## config.mk

```make
export PLATFORM = sky130hd
export DESIGN_NAME = uart_receiver_control
export DESIGN_NICKNAME = d
export VERILOG_FILES = /design/src/rtl/uart_receiver_control.sv
export SDC_FILE = /design/constraint.sdc
export NUM_CORES = 1
export LEC_CHECK = 0
export ABC_CLOCK_PERIOD_IN_PS = 1650
export BUFFER_PORTS_ARGS = -buffer_cell sky130_fd_sc_hd__buf_2
export CORE_MARGIN = 2
export CORE_UTILIZATION = 30
export CTS_CLUSTER_DIAMETER = 60
export DETAILED_ROUTE_END_ITERATION = 7
export GPL_TIMING_DRIVEN = 0
export PLACE_DENSITY = 0.47
export REMOVE_ABC_BUFFERS = 1
export SETUP_SLACK_MARGIN = 0.3
export SYNTH_ARGS = -nofsm -noshare
export SYNTH_HDL_FRONTEND = slang
export SYNTH_SLANG_ARGS = --single-unit
```

## constraint.sdc

```tcl
create_clock -name pclk -period 1.65 [get_ports pclk]
set_input_delay 0.165 -clock pclk [delete_from_list [all_inputs] [get_ports pclk]]
set_output_delay 0.165 -clock pclk [all_outputs]
set_load 0.01 [all_outputs]
```

## src/rtl/uart_receiver_control.sv

```systemverilog
// Receive-side sequencer for the UART: drives the shift block's vote/shift
// strobes from the oversampled baud tick, qualifies start bits, counts frame
// bits from the latched LCR settings and registers the per-frame result.
module uart_receiver_control #(
  parameter int unsigned OSR = 16
) (
  input  logic       pclk,
  input  logic       presetn,
  input  logic       baud_tick,
  input  logic       rx_en,
  input  logic [1:0] wls,
  input  logic       pen,
  input  logic       eps,
  input  logic       sp,
  input  logic       rx_data,
  input  logic       received_parity,
  input  logic       frame_error,
  input  logic [7:0] rsr_data,
  output logic       voting_shift_en,
  output logic       receive_shift_en,
  output logic       error_check,
  output logic       rx_valid,
  output logic [7:0] rx_dout,
  output logic       parity_err,
  output logic       frame_err,
  output logic       break_det,
  output logic       rx_busy
);

  localparam int unsigned CW = $clog2(OSR);
  localparam logic [CW-1:0] C_VOTE_LO  = CW'(OSR/2 - 1);
  localparam logic [CW-1:0] C_VOTE_MID = CW'(OSR/2);
  localparam logic [CW-1:0] C_VOTE_HI  = CW'(OSR/2 + 1);
  localparam logic [CW-1:0] C_CNT_MAX  = CW'(OSR - 1);
  localparam logic [CW-1:0] C_CNT_DET  = CW'(2);

  typedef enum logic [2:0] {
    S_IDLE,
    S_START,
    S_DATA,
    S_PARITY,
    S_STOP,
    S_DONE
  } state_t;

  state_t        r_state, w_state_nxt;
  logic [CW-1:0] r_cnt, w_cnt_nxt;
  logic [2:0]    r_bit, w_bit_nxt;
  logic [1:0]    r_wls;
  logic          r_pen, r_eps, r_sp;
  logic          r_acc, w_acc_nxt;
  logic          r_zero, w_zero_nxt;
  logic          r_vote_d;
  logic          r_mid, w_mid_nxt;
  logic          w_load_cfg, w_capture, w_ec_nxt;
  logic          w_active, w_window, w_false_start, w_parity_err;
  logic          r_error_check, r_rx_valid;
  logic [7:0]    r_rx_dout;
  logic          r_parity_err, r_frame_err, r_break_det, r_busy;

  // Strobe generation and mid-bit bookkeeping decoded from state and tick counter
  always_comb begin
    w_active = (r_state == S_START) || (r_state == S_DATA) ||
               (r_state == S_PARITY) || (r_state == S_STOP);
    w_window = (r_cnt == C_VOTE_LO) || (r_cnt == C_VOTE_MID) || (r_cnt == C_VOTE_HI);
    // rx_data only settles after the third vote, so the false-start decision and
    // the shift strobe share one cycle; a false start suppresses the strobe.
    w_false_start    = (r_state == S_START) && rx_data;
    voting_shift_en  = rx_en && baud_tick && ((r_state == S_IDLE) || (w_active && w_window));
    receive_shift_en = r_mid && rx_en && !w_false_start;
    w_mid_nxt        = rx_en && baud_tick && w_active && (r_cnt == C_VOTE_HI);
    if (r_sp) begin
      w_parity_err = r_pen && (received_parity != !r_eps);
    end else begin
      w_parity_err = r_pen && ((r_acc ^ received_parity) != !r_eps);
    end
  end

  // Next-state and datapath update logic
  always_comb begin
    w_state_nxt = r_state;
    w_cnt_nxt   = r_cnt;
    w_bit_nxt   = r_bit;
    w_acc_nxt   = r_acc;
    w_zero_nxt  = r_zero;
    w_load_cfg  = 1'b0;
    w_capture   = 1'b0;
    w_ec_nxt    = 1'b0;
    if (!rx_en) begin
      w_state_nxt = S_IDLE;
      w_cnt_nxt   = '0;
      w_bit_nxt   = '0;
    end else begin
      case (r_state)
        S_IDLE: begin
          w_cnt_nxt = '0;
          if (r_vote_d && !rx_data) begin
            w_state_nxt = S_START;
            w_cnt_nxt   = C_CNT_DET;
            w_bit_nxt   = '0;
            w_load_cfg  = 1'b1;
            w_acc_nxt   = 1'b0;
            w_zero_nxt  = 1'b1;
          end
        end
        S_START, S_DATA, S_PARITY, S_STOP: begin
          if (baud_tick) begin
            w_cnt_nxt = (r_cnt == C_CNT_MAX) ? '0 : r_cnt + CW'(1);
          end
          if (r_mid) begin
            case (r_state)
              S_START: begin
                if (rx_data) begin
                  w_state_nxt = S_IDLE;
                  w_cnt_nxt   = '0;
                end else begin
                  w_state_nxt = S_DATA;
                end
              end
              S_DATA: begin
                w_acc_nxt  = r_acc ^ rx_data;
                w_zero_nxt = r_zero & ~rx_data;
                w_bit_nxt  = r_bit + 3'd1;
                if (r_bit == ({1'b0, r_wls} + 3'd4)) begin
                  w_state_nxt = r_pen ? S_PARITY : S_STOP;
                end
              end
              S_PARITY: begin
                w_zero_nxt  = r_zero & ~rx_data;
                w_state_nxt = S_STOP;
              end
              default: begin
                w_zero_nxt  = r_zero & ~rx_data;
                w_state_nxt = S_DONE;
                w_ec_nxt    = 1'b1;
              end
            endcase
          end
        end
        default: begin
          w_state_nxt = S_IDLE;
          w_cnt_nxt   = '0;
          w_capture   = 1'b1;
        end
      endcase
    end
  end

  // FSM state register
  always_ff @(posedge pclk or negedge presetn) begin
    if (!presetn) begin
      r_state <= S_IDLE;
    end else begin
      r_state <= w_state_nxt;
    end
  end

  // Tick/bit counters, latched line configuration and frame accumulators
  always_ff @(posedge pclk or negedge presetn) begin
    if (!presetn) begin
      r_cnt    <= '0;
      r_bit    <= '0;
      r_wls    <= '0;
      r_pen    <= 1'b0;
      r_eps    <= 1'b0;
      r_sp     <= 1'b0;
      r_acc    <= 1'b0;
      r_zero   <= 1'b0;
      r_vote_d <= 1'b0;
      r_mid    <= 1'b0;
    end else begin
      r_cnt    <= w_cnt_nxt;
      r_bit    <= w_bit_nxt;
      r_acc    <= w_acc_nxt;
      r_zero   <= w_zero_nxt;
      r_vote_d <= voting_shift_en;
      r_mid    <= w_mid_nxt;
      if (w_load_cfg) begin
        r_wls <= wls;
        r_pen <= pen;
        r_eps <= eps;
        r_sp  <= sp;
      end
    end
  end

  // Registered result and status outputs
  always_ff @(posedge pclk or negedge presetn) begin
    if (!presetn) begin
      r_error_check <= 1'b0;
      r_rx_valid    <= 1'b0;
      r_rx_dout     <= '0;
      r_parity_err  <= 1'b0;
      r_frame_err   <= 1'b0;
      r_break_det   <= 1'b0;
      r_busy        <= 1'b0;
    end else begin
      r_error_check <= w_ec_nxt;
      r_rx_valid    <= w_capture;
      r_busy        <= (w_state_nxt != S_IDLE);
      if (w_capture) begin
        r_rx_dout    <= rsr_data;
        r_parity_err <= w_parity_err;
        r_frame_err  <= frame_error;
        r_break_det  <= r_zero;
      end
    end
  end

  assign error_check = r_error_check;
  assign rx_valid    = r_rx_valid;
  assign rx_dout     = r_rx_dout;
  assign parity_err  = r_parity_err;
  assign frame_err   = r_frame_err;
  assign break_det   = r_break_det;
  assign rx_busy     = r_busy;

endmodule
```

==> results of run 1 <==
-- flip-flops by register name, summed over array words and instances, names as in the netlist, 2 cells and up --
signal   cells
rx_dout      8
r_cnt        4
r_bit        3
r_state      3
r_wls        2
-- final cells by class --
type	instances	area [sq um]
fillers	464	2700
clock inverters	2	10.0
flip-flops and latches	33	833
repair buffers	59	407
clock buffers	6	72.6
multi-input cells	104	1020
well taps	70	87.6
inverters	9	42.5
-- routing by layer --
metal  routed length, um  global-route usage  vias to the layer above  part of all wire
li1                    -                   -                      658                 -
met1                1790               0.146                      699              0.41
met2                2330               0.243                       43              0.53
met3                 193              0.0314                       13             0.044
met4                 108              0.0607                        0             0.024
met5                   0                   0                        -                 0
-- report_power, final --
group | total (W) | switching [W] | internal [W] | leakage [nW]
Combinational | 0.000353 | 0.000155 | 0.000197 | 0.709
Sequential | 0.000928 | 0.0000597 | 0.000869 | 0.435
Clock | 0.000577 | 0.000286 | 0.000292 | 0.0450
-- repair_timing --
| action | in CTS | in global routing |
|---|---|---|
| endpoints found under the hold margin | 33 | 0 |
| setup endpoints to repair | 30 | 34 |
| setup buffers | 9 | 14 |
| gates cloned | 0 | 2 |
| gates resized for setup | 24 | 60 |
| pin swaps | 10 | 22 |
| hold buffers | 1 | 0 |
-- path summary, 6_finish.rpt --
kind	end	slack [ns]	cells after the start	startpoint
max	voting_shift_en	-0.22	7	r_cnt[0]$_DFF_PN0_
min	r_sp$_DFFE_PN0P_	0.11	2	sp
max reg2reg	rx_busy$_DFF_PN0_	0.04	6	r_state[2]$_DFF_PN0_
min reg2reg	parity_err$_DFFE_PN0P_	0.51	2	parity_err$_DFFE_PN0P_
max in group asynchronous	r_state[2]$_DFF_PN0_	0.64	2	presetn
min in group asynchronous	rx_dout[0]$_DFFE_PN0P_	0.49	2	presetn
-- cells in the final DEF (no fill, tap or decap), types with 4 or more instances in the layout --
master and count:
nand2_1 9, buf_6 7, buf_4 15, nor2b_1 5, nor2_1 5, dfrtp_1 27, buf_2 34, clkbuf_8 5
o21ai_1 4, dfrtp_2 6, mux2_4 15, inv_1 5
-- cells by family (layout without fill, tap and decap cells) --
kind of cell | count (synthesis) | in the layout | synth area share
muxes | 16 | 16 | 0.110
xor gates and xnor gates | 6 | 6 | 0.0322
adders and majority gates | 5 | 5 | 0.0368
AOI/OAI and AO/OA | 31 | 31 | 0.121
buffers and inverters | 14 | 76 | 0.0368
and+or+nand+nor | 44 | 46 | 0.157
DFF | 33 | 33 | 0.507
-- critical path, stage by stage, from the launching register on --
cell and delay (ns):
dfrtp_2 0.42, inv_2 0.07, ha_4 0.15, o21ai_2 0.11, o22ai_1 0.08, maj3_2 0.30
and3_4 0.17, buf_6 0.11
-- metrics by stage --
step | setup slack (ns) | instance area [sq um] | power, W | hold slack, ns | cells
3_3_place_gp | -0.0967 | 1870 | 0.00114 | 0.265 | 249
5_1_grt | -0.289 | 2470 | 0.00196 | 0.101 | 283
3_5_place_dp | -0.155 | 1870 | 0.00115 | 0.282 | 249
6_report | -0.220 | 2470 | 0.00186 | 0.107 | 283
4_1_cts | -0.251 | 2100 | 0.00177 | 0.0990 | 267
2_1_floorplan | 0.0574 | 1600 | 0.00106 | -0.131 | 144
==> results.sh, run 1 <==
export IMPL_core_area_sq_um=5170
export IMPL_ys_ff_latch=33
export IMPL_start_util=0.315
export IMPL_path_class="reg2out"
export IMPL_syn_area_per_cell_sq_um=10.9
export IMPL_cts_htree_levels=2
export IMPL_final_util=0.478
export IMPL_seq_area_frac_synth=0.507
export IMPL_die_width_um=77.7
export IMPL_drt_antenna_violating_nets=0
export IMPL_hpwl_um=2460
export IMPL_fin_crit_sh=1.13
export IMPL_post_drt_via_cell_ratio=4.99
export IMPL_antenna_found_initial=0
export IMPL_clockBufferDepth=2
export IMPL_grt_setup_unrepaired="yes"
export IMPL_via_count=1413
export IMPL_drt_wl_total_um=4420
export IMPL_die_h_um=77.7
export IMPL_cp_required_ns=1.48
export IMPL_syn_area_sq_um=1630
export IMPL_ys_types=43
export IMPL_path_clk_slew_ns=0.07
export IMPL_violations="negative setup slack"
export IMPL_grt_max_degree=34
export IMPL_crit_path_max_fanout=4
export IMPL_drc_errors=0
export IMPL_layout_min_cycle_time_ns=1.87
export IMPL_tightestPinTransition_ns=0.752
export IMPL_crit_arrival_ns=1.71
export IMPL_fp_row_count=26
export IMPL_cts_root_buf="clkbuf_8"
export IMPL_port_buffers=35
export IMPL_yosysTopAreaCellShare=0.507
export IMPL_startpoint_type="register"
export IMPL_maxCapViolations=0
export IMPL_num_io_pins=36
export IMPL_synth_top_cell_by_area="dfrtp_1"
export IMPL_setup_ws_ns=-0.220
export IMPL_drt_iter0_drc=70
export IMPL_cts_sinks=33
export IMPL_endpoint_kind="output pin"
export IMPL_grt_overflow_total=0
export IMPL_hp_class="in2reg"
export IMPL_drive_above_1_share=0.568
export IMPL_cts_buffers=5
export IMPL_post_synth_top_count_cell="dfrtp_1"
export IMPL_yosys_top_cells_count="dfrtp_1 (33), mux2_2 (15), o21ai_0 (11)"
export IMPL_setup_viol=1
export IMPL_ys_flop_type="dfrtp_1"
export IMPL_grt_pass1_wl_um=6330
export IMPL_drtPass1Iterations=4
export IMPL_place_gp_congestion=0.789
export IMPL_skew_ns=0.00796
export IMPL_first_global_vias=1358
export IMPL_cts_tree="yes"
export IMPL_outcome="complete, but fails checks"
export IMPL_area_growth_pct=51.7
export IMPL_hold_violations=0
export IMPL_synthCells=149
export IMPL_synth_edff_count=0
export IMPL_leakagePower_nw=1.19
export IMPL_drv_slew=0
export IMPL_fin_setup_tns_ns=-0.220
export IMPL_timing_slew_headroom=0.499
export IMPL_diodes=0
export IMPL_fin_nets=236
export IMPL_synth_area_top_cells="dfrtp_1 (51%), mux2_2 (10%), o21ai_0 (3.4%), ha_1 (3.1%), nand2_1 (2.3%)"
export IMPL_ys_warn_count=0
export IMPL_powerDensity_nw_per_um2=751
export IMPL_die_area_sq_um=6040
export IMPL_irDropWorstVdd_uv=310
export IMPL_fmax_mhz=535
export IMPL_track_usage=0.134
export IMPL_wire_per_inst_um=15.6
export IMPL_synthArstFlopShare=1.00
export IMPL_clkLatencyLatePin_ns=0.28
(Power assumes the default switching activity.)
==> inputs of run 2 (changes only) <==
Settings changed: CORE_ASPECT_RATIO set to 0.7.
==> run 2 against run 1 <==
The flow still finishes with violations (negative setup slack). Critical endpoint unchanged. Non-clock buffer count increased by 1. Wire length decreased by 8.5%. First-iteration DRC count increased by 34%. Total power increased by 9.6%. Die area increased by 0.15%. Count of clock-buffer cells in the layout increased by 1. Clock skew decreased by 0.0036 ns. Via count decreased by 2.5%. Sequential cell count unchanged.
==> results.sh, run 2 (synthesized netlist as in run 1, its figures left out) <==
export IMPL_setup_ws_ns=-0.298
export IMPL_fin_setup_tns_ns=-0.298
export IMPL_grt_overflow_total=0
export IMPL_layout_min_cycle_time_ns=1.95
export IMPL_drive_above_1_share=0.545
export IMPL_timing_rr_start="r_cnt[1]$_DFF_PN0_"
export IMPL_setup_viol=1
export IMPL_grt_setup_unrepaired="yes"
export IMPL_startpoint_type="register"
export IMPL_largest_register_ffs=8
export IMPL_skew_ns=0.00436
export IMPL_cts_root_buf="clkbuf_8"
export IMPL_outcome="complete, but fails checks"
export IMPL_first_global_vias=1362
export IMPL_path_clk_slew_ns=0.07
export IMPL_cp_required_ns=1.48
export IMPL_clockBufferDepth=2
export IMPL_fin_crit_sh=1.18
export IMPL_die_width_um=92.1
export IMPL_path_class="reg2out"
export IMPL_reg2reg_slack_ns=0.15
export IMPL_die_area_sq_um=6050
export IMPL_drt_antenna_violating_nets=0
export IMPL_leakagePower_nw=1.20
export IMPL_fin_nets=236
export IMPL_final_common_cell="buf_2"
export IMPL_violations="negative setup slack"
export IMPL_antenna_found_initial=0
export IMPL_drt_wl_total_um=4040
export IMPL_wire_per_inst_um=14.2
export IMPL_irDropWorstVdd_uv=459
export IMPL_finalNonFillerCells=285
export IMPL_tightestPinTransition_ns=0.750
export IMPL_grt_pass1_wl_um=6530
export IMPL_area_growth_pct=52.9
export IMPL_track_usage=0.138
export IMPL_num_io_pins=36
export IMPL_die_h_um=65.7
export IMPL_n_fill_cell=473
export IMPL_rr_worst_depth=6
export IMPL_cts_buffers=5
export IMPL_cts_tree="yes"
export IMPL_r2r_end="r_vote_d$_DFF_PN0_"
export IMPL_maxCapViolations=0
export IMPL_crit_path_max_fanout=4
export IMPL_diodes=0
export IMPL_port_buffers=35
export IMPL_cts_sinks=33
export IMPL_whs_path_depth=2
export IMPL_final_cell_mix="buf_2 (34), dfrtp_1 (28), mux2_4 (15)"
export IMPL_clkLatencyLatePin_ns=0.28
export IMPL_dp_slack_ns=-0.192
export IMPL_wl_met3_um=247
export IMPL_whs_endpoint="r_wls[1]$_DFFE_PN0P_"
export IMPL_min_from="wls[1]"
export IMPL_drv_slew=0
export IMPL_start_util=0.312
export IMPL_drc_errors=0
export IMPL_fp_row_count=22
export IMPL_hpwl_um=2420
export IMPL_top_layer="met4"
export IMPL_crit_arrival_ns=1.78
export IMPL_met1_length_um=1870
export IMPL_via_count=1377
export IMPL_drt_iter0_drc=94
export IMPL_place_inst=251
export IMPL_post_drt_via_cell_ratio=4.83
export IMPL_drtPass1Iterations=4
export IMPL_place_gp_congestion=0.842
export IMPL_endpoint_kind="output pin"
export IMPL_grt_max_degree=34
export IMPL_timing_slew_headroom=0.500
export IMPL_fin_hold_ws_ns=0.109
export IMPL_hp_class="in2reg"
export IMPL_cts_htree_levels=2
export IMPL_hold_violations=0
export IMPL_fmax_mhz=513
export IMPL_core_area_sq_um=5230
export IMPL_wl_met2_um=1880
export IMPL_powerDensity_nw_per_um2=817
[run 2: layout make-up]
cell class	instances	area, sq um	share of cell area
clock buffers	7	86.3	0.0346
clock inverters	1	30.0	0.0120
inverters	9	37.5	0.0151
multi-input cells	103	977	0.392
flip-flops and latches	33	832	0.334
well taps	72	90.1	0.0361
repair buffers	60	439	0.176
[run 2: worst max-delay path by stage]
| stage | cells after the start | end | slack, ns | start |
|---|---|---|---|---|
| floorplan | 6 | voting_shift_en | 0.06 | r_cnt[0]$_DFF_PN0_ |
| global placement | 7 | voting_shift_en | -0.15 | r_cnt[0]$_DFF_PN0_ |
| detailed placement | 7 | voting_shift_en | -0.19 | r_cnt[0]$_DFF_PN0_ |
| CTS | 7 | voting_shift_en | -0.30 | r_cnt[1]$_DFF_PN0_ |
| global route | 7 | voting_shift_en | -0.36 | r_cnt[1]$_DFF_PN0_ |
| finish | 7 | voting_shift_en | -0.30 | r_cnt[1]$_DFF_PN0_ |
[run 2: report_power, final]
| group | total [W] | switching, W | internal, W |
|---|---|---|---|
| combinational | 0.000333 | 0.000145 | 0.000188 |
| sequential | 0.000924 | 0.0000560 | 0.000868 |
| clock | 0.000780 | 0.000288 | 0.000492 |
| total | 0.00204 | 0.000489 | 0.00155 |
[run 2: metrics by stage]
step / util / cell area, sq um / total power, W
3_5_place_dp: 0.357 / 1870 / 0.00114
3_3_place_gp: 0.357 / 1870 / 0.00114
4_1_cts: 0.445 / 2330 / 0.00203
5_1_grt: 0.477 / 2490 / 0.00214
6_report: 0.477 / 2490 / 0.00204
2_1_floorplan: - / 1600 / 0.00106
[run 2: metal layers]
metal,GRT usage,vias up
met5,0,-
met3,0.0413,4
met4,0.0504,0
met2,0.213,42
li1,-,661
met1,0.186,670
[run 2: what timing repair did]
action                                  4_1_cts  5_1_grt
resized for setup                            61       18
endpoints found under the setup margin       30       30
hold buffers                                  1        0
hold endpoints to repair                     33        0
pin swaps                                    17       11
cloned                                        1        1
buffers inserted                             14        9
[run 2: worst max-delay path, stage by stage (launching register included)]
cell,delay (ns)
dfrtp_1,0.41
inv_2,0.09
ha_4,0.16
o21ai_2,0.12
o22ai_1,0.10
maj3_2,0.31
and3_4,0.19
buf_6,0.11
==> inputs of run 3 (changes only) <==
Settings changed: CELL_PAD_IN_SITES_DETAIL_PLACEMENT set to 1, CELL_PAD_IN_SITES_GLOBAL_PLACEMENT set to 1, PLACE_DENSITY 0.47 to 0.58.
==> run 3 against run 2 <==
The flow still finishes with violations (negative setup slack). Highest routed layer unchanged. Largest cell class unchanged. Register-to-register slack worse by 0.05 ns. Via count up 1.7%. Sequential power about the same. Die area unchanged. Cell count down 0.35%. Clock skew up 0.00057 ns. Design area up 0.60%. Wire length up 24%. Critical path type unchanged. Count of clock-buffer cells in the layout unchanged. Global-route usage up 0.63 points.
==> results.sh, run 3 (synthesized netlist as in run 1, its figures left out) <==
export IMPL_final_common_cell="buf_2"
export IMPL_grt_pass1_wl_um=6630
export IMPL_drt_wl_total_um=4990
export IMPL_r2r_end="r_bit[1]$_DFFE_PN0P_"
export IMPL_crit_chain="inv_2 -> ha_2 -> o21ai_2 -> o22ai_1 -> maj3_2 -> and3_4 -> buf_6"
export IMPL_timing_rr_start="r_state[1]$_DFF_PN0_"
export IMPL_reg2reg_slack_ns=0.10
export IMPL_crit_arrival_ns=1.77
export IMPL_dp_slack_ns=-0.166
export IMPL_layout_min_cycle_time_ns=1.93
export IMPL_cts_htree_levels=2
export IMPL_whs_path_depth=2
export IMPL_path_clk_slew_ns=0.07
export IMPL_drc_errors=0
export IMPL_hold_violations=0
export IMPL_drv_slew=0
export IMPL_drt_antenna_violating_nets=0
export IMPL_port_buffers=35
export IMPL_die_width_um=92.1
export IMPL_antenna_found_initial=0
export IMPL_largest_register_ffs=8
export IMPL_setup_viol=1
export IMPL_drtPass1Iterations=5
export IMPL_grt_setup_unrepaired="yes"
export IMPL_whs_endpoint="rx_dout[6]$_DFFE_PN0P_"
export IMPL_path_class="reg2out"
export IMPL_violations="negative setup slack"
export IMPL_tightestPinTransition_ns=0.741
export IMPL_cts_buffers=5
export IMPL_diodes=0
export IMPL_core_area_sq_um=5230
export IMPL_min_from="rsr_data[6]"
export IMPL_post_drt_via_cell_ratio=4.93
export IMPL_powerDensity_nw_per_um2=783
export IMPL_die_area_sq_um=6050
export IMPL_startpoint_type="register"
export IMPL_crit_path_max_fanout=4
export IMPL_fp_row_count=22
export IMPL_slowest_delay_ns=0.43
export IMPL_cts_root_buf="clkbuf_8"
export IMPL_irDropWorstVdd_uv=456
export IMPL_wire_per_inst_um=17.6
export IMPL_hp_class="in2reg"
export IMPL_die_h_um=65.7
export IMPL_cts_tree="yes"
export IMPL_start_util=0.312
export IMPL_cp_required_ns=1.48
export IMPL_cp_slowest_cell="dfrtp_2"
export IMPL_final_util=0.479
export IMPL_area_growth_pct=53.8
export IMPL_maxCapViolations=0
export IMPL_fmax_mhz=517
export IMPL_leakagePower_nw=1.20
export IMPL_place_gp_congestion=0.829
export IMPL_hpwl_um=2820
export IMPL_fin_setup_tns_ns=-0.283
export IMPL_via_count=1401
export IMPL_num_io_pins=36
export IMPL_endpoint_kind="output pin"
export IMPL_setup_ws_ns=-0.283
export IMPL_drt_iter0_drc=28
export IMPL_rr_worst_depth=4
export IMPL_final_cell_mix="buf_2 (35), dfrtp_1 (28), mux2_4 (15)"
export IMPL_grt_overflow_total=0
export IMPL_first_global_vias=1335
export IMPL_cts_sinks=33
export IMPL_fin_crit_sh=1.17
export IMPL_skew_ns=0.00493
export IMPL_grt_max_degree=34
export IMPL_clockBufferDepth=2
export IMPL_drive_above_1_share=0.571
export IMPL_fin_nets=235
export IMPL_timing_slew_headroom=0.506
export IMPL_outcome="complete, but fails checks"
export IMPL_clkLatencyLatePin_ns=0.29
export IMPL_track_usage=0.145
run 3: cell types whose count changed in the layout (fill, tap and decap cells not counted), moves of 2 or more:
cell / previous run / this run
a21oi_1: 5 / 3
xnor2_2: 3 / 1
xnor2_1: 1 / 3
buf_12: 1 / 3
buf_4: 12 / 9
run 3: critical path, delay by kind of cell (launching register included):
family          cells  cell delay [ns]
flops               1             0.43
fa+ha+maj           2             0.49
buf+inv             2             0.16
compound gates      2             0.19
simple gates        1             0.19
run 3: cell type report:
class | instances | area (sq um)
Clock inverter | 1 | 5.00
Timing Repair Buffer | 59 | 437
Sequential cell | 33 | 832
Tap cell | 72 | 90.1
Clock buffer | 7 | 96.3
Fill cell | 585 | 2720
Multi-Input combinational cell | 103 | 1000
Inverter | 9 | 45.0
run 3: worst max-delay path by stage:
stage	start	end	cells past startpoint
3_3_place_gp	r_cnt[0]$_DFF_PN0_	voting_shift_en	7
5_1_grt	r_cnt[1]$_DFF_PN0_	voting_shift_en	7
6_report	r_cnt[0]$_DFF_PN0_	voting_shift_en	7
4_1_cts	r_cnt[0]$_DFF_PN0_	voting_shift_en	7
2_1_floorplan	r_cnt[0]$_DFF_PN0_	voting_shift_en	6
3_5_place_dp	r_cnt[0]$_DFF_PN0_	voting_shift_en	7
run 3: stage by stage:
| stage | area (sq um) | hold WS (ns) | std cells | total power, W |
|---|---|---|---|---|
| floorplan | 1600 | -0.131 | 144 | 0.00106 |
| global placement | 1870 | 0.269 | 251 | 0.00114 |
| detailed placement | 1870 | 0.277 | 251 | 0.00115 |
| CTS | 2130 | 0.0960 | 267 | 0.00186 |
| global route | 2510 | 0.0995 | 284 | 0.00204 |
| finish | 2510 | 0.100 | 284 | 0.00196 |
run 3: what timing repair did:
action,4_1_cts,5_1_grt
endpoints found under the hold margin,33,0
gates resized for setup,27,62
endpoints found under the setup margin,31,34
setup buffers,7,15
hold buffers,1,0
pin swaps,8,19
gates cloned,0,2
run 3: power breakdown:
part / total, W / internal [W] / switching [W]
combinational: 0.000355 / 0.000196 / 0.000160
sequential: 0.000923 / 0.000868 / 0.0000555
clock: 0.000683 / 0.000377 / 0.000307
total: 0.00196 / 0.00144 / 0.000522
run 3: per-layer routing:
| metal | wire (um) | share of wire | GRT usage |
|---|---|---|---|
| met1 | 2220 | 0.44 | 0.181 |
| met2 | 2350 | 0.47 | 0.237 |
| met3 | 239 | 0.048 | 0.0367 |
| met4 | 188 | 0.038 | 0.0672 |
| met5 | 0 | 0 | 0 |
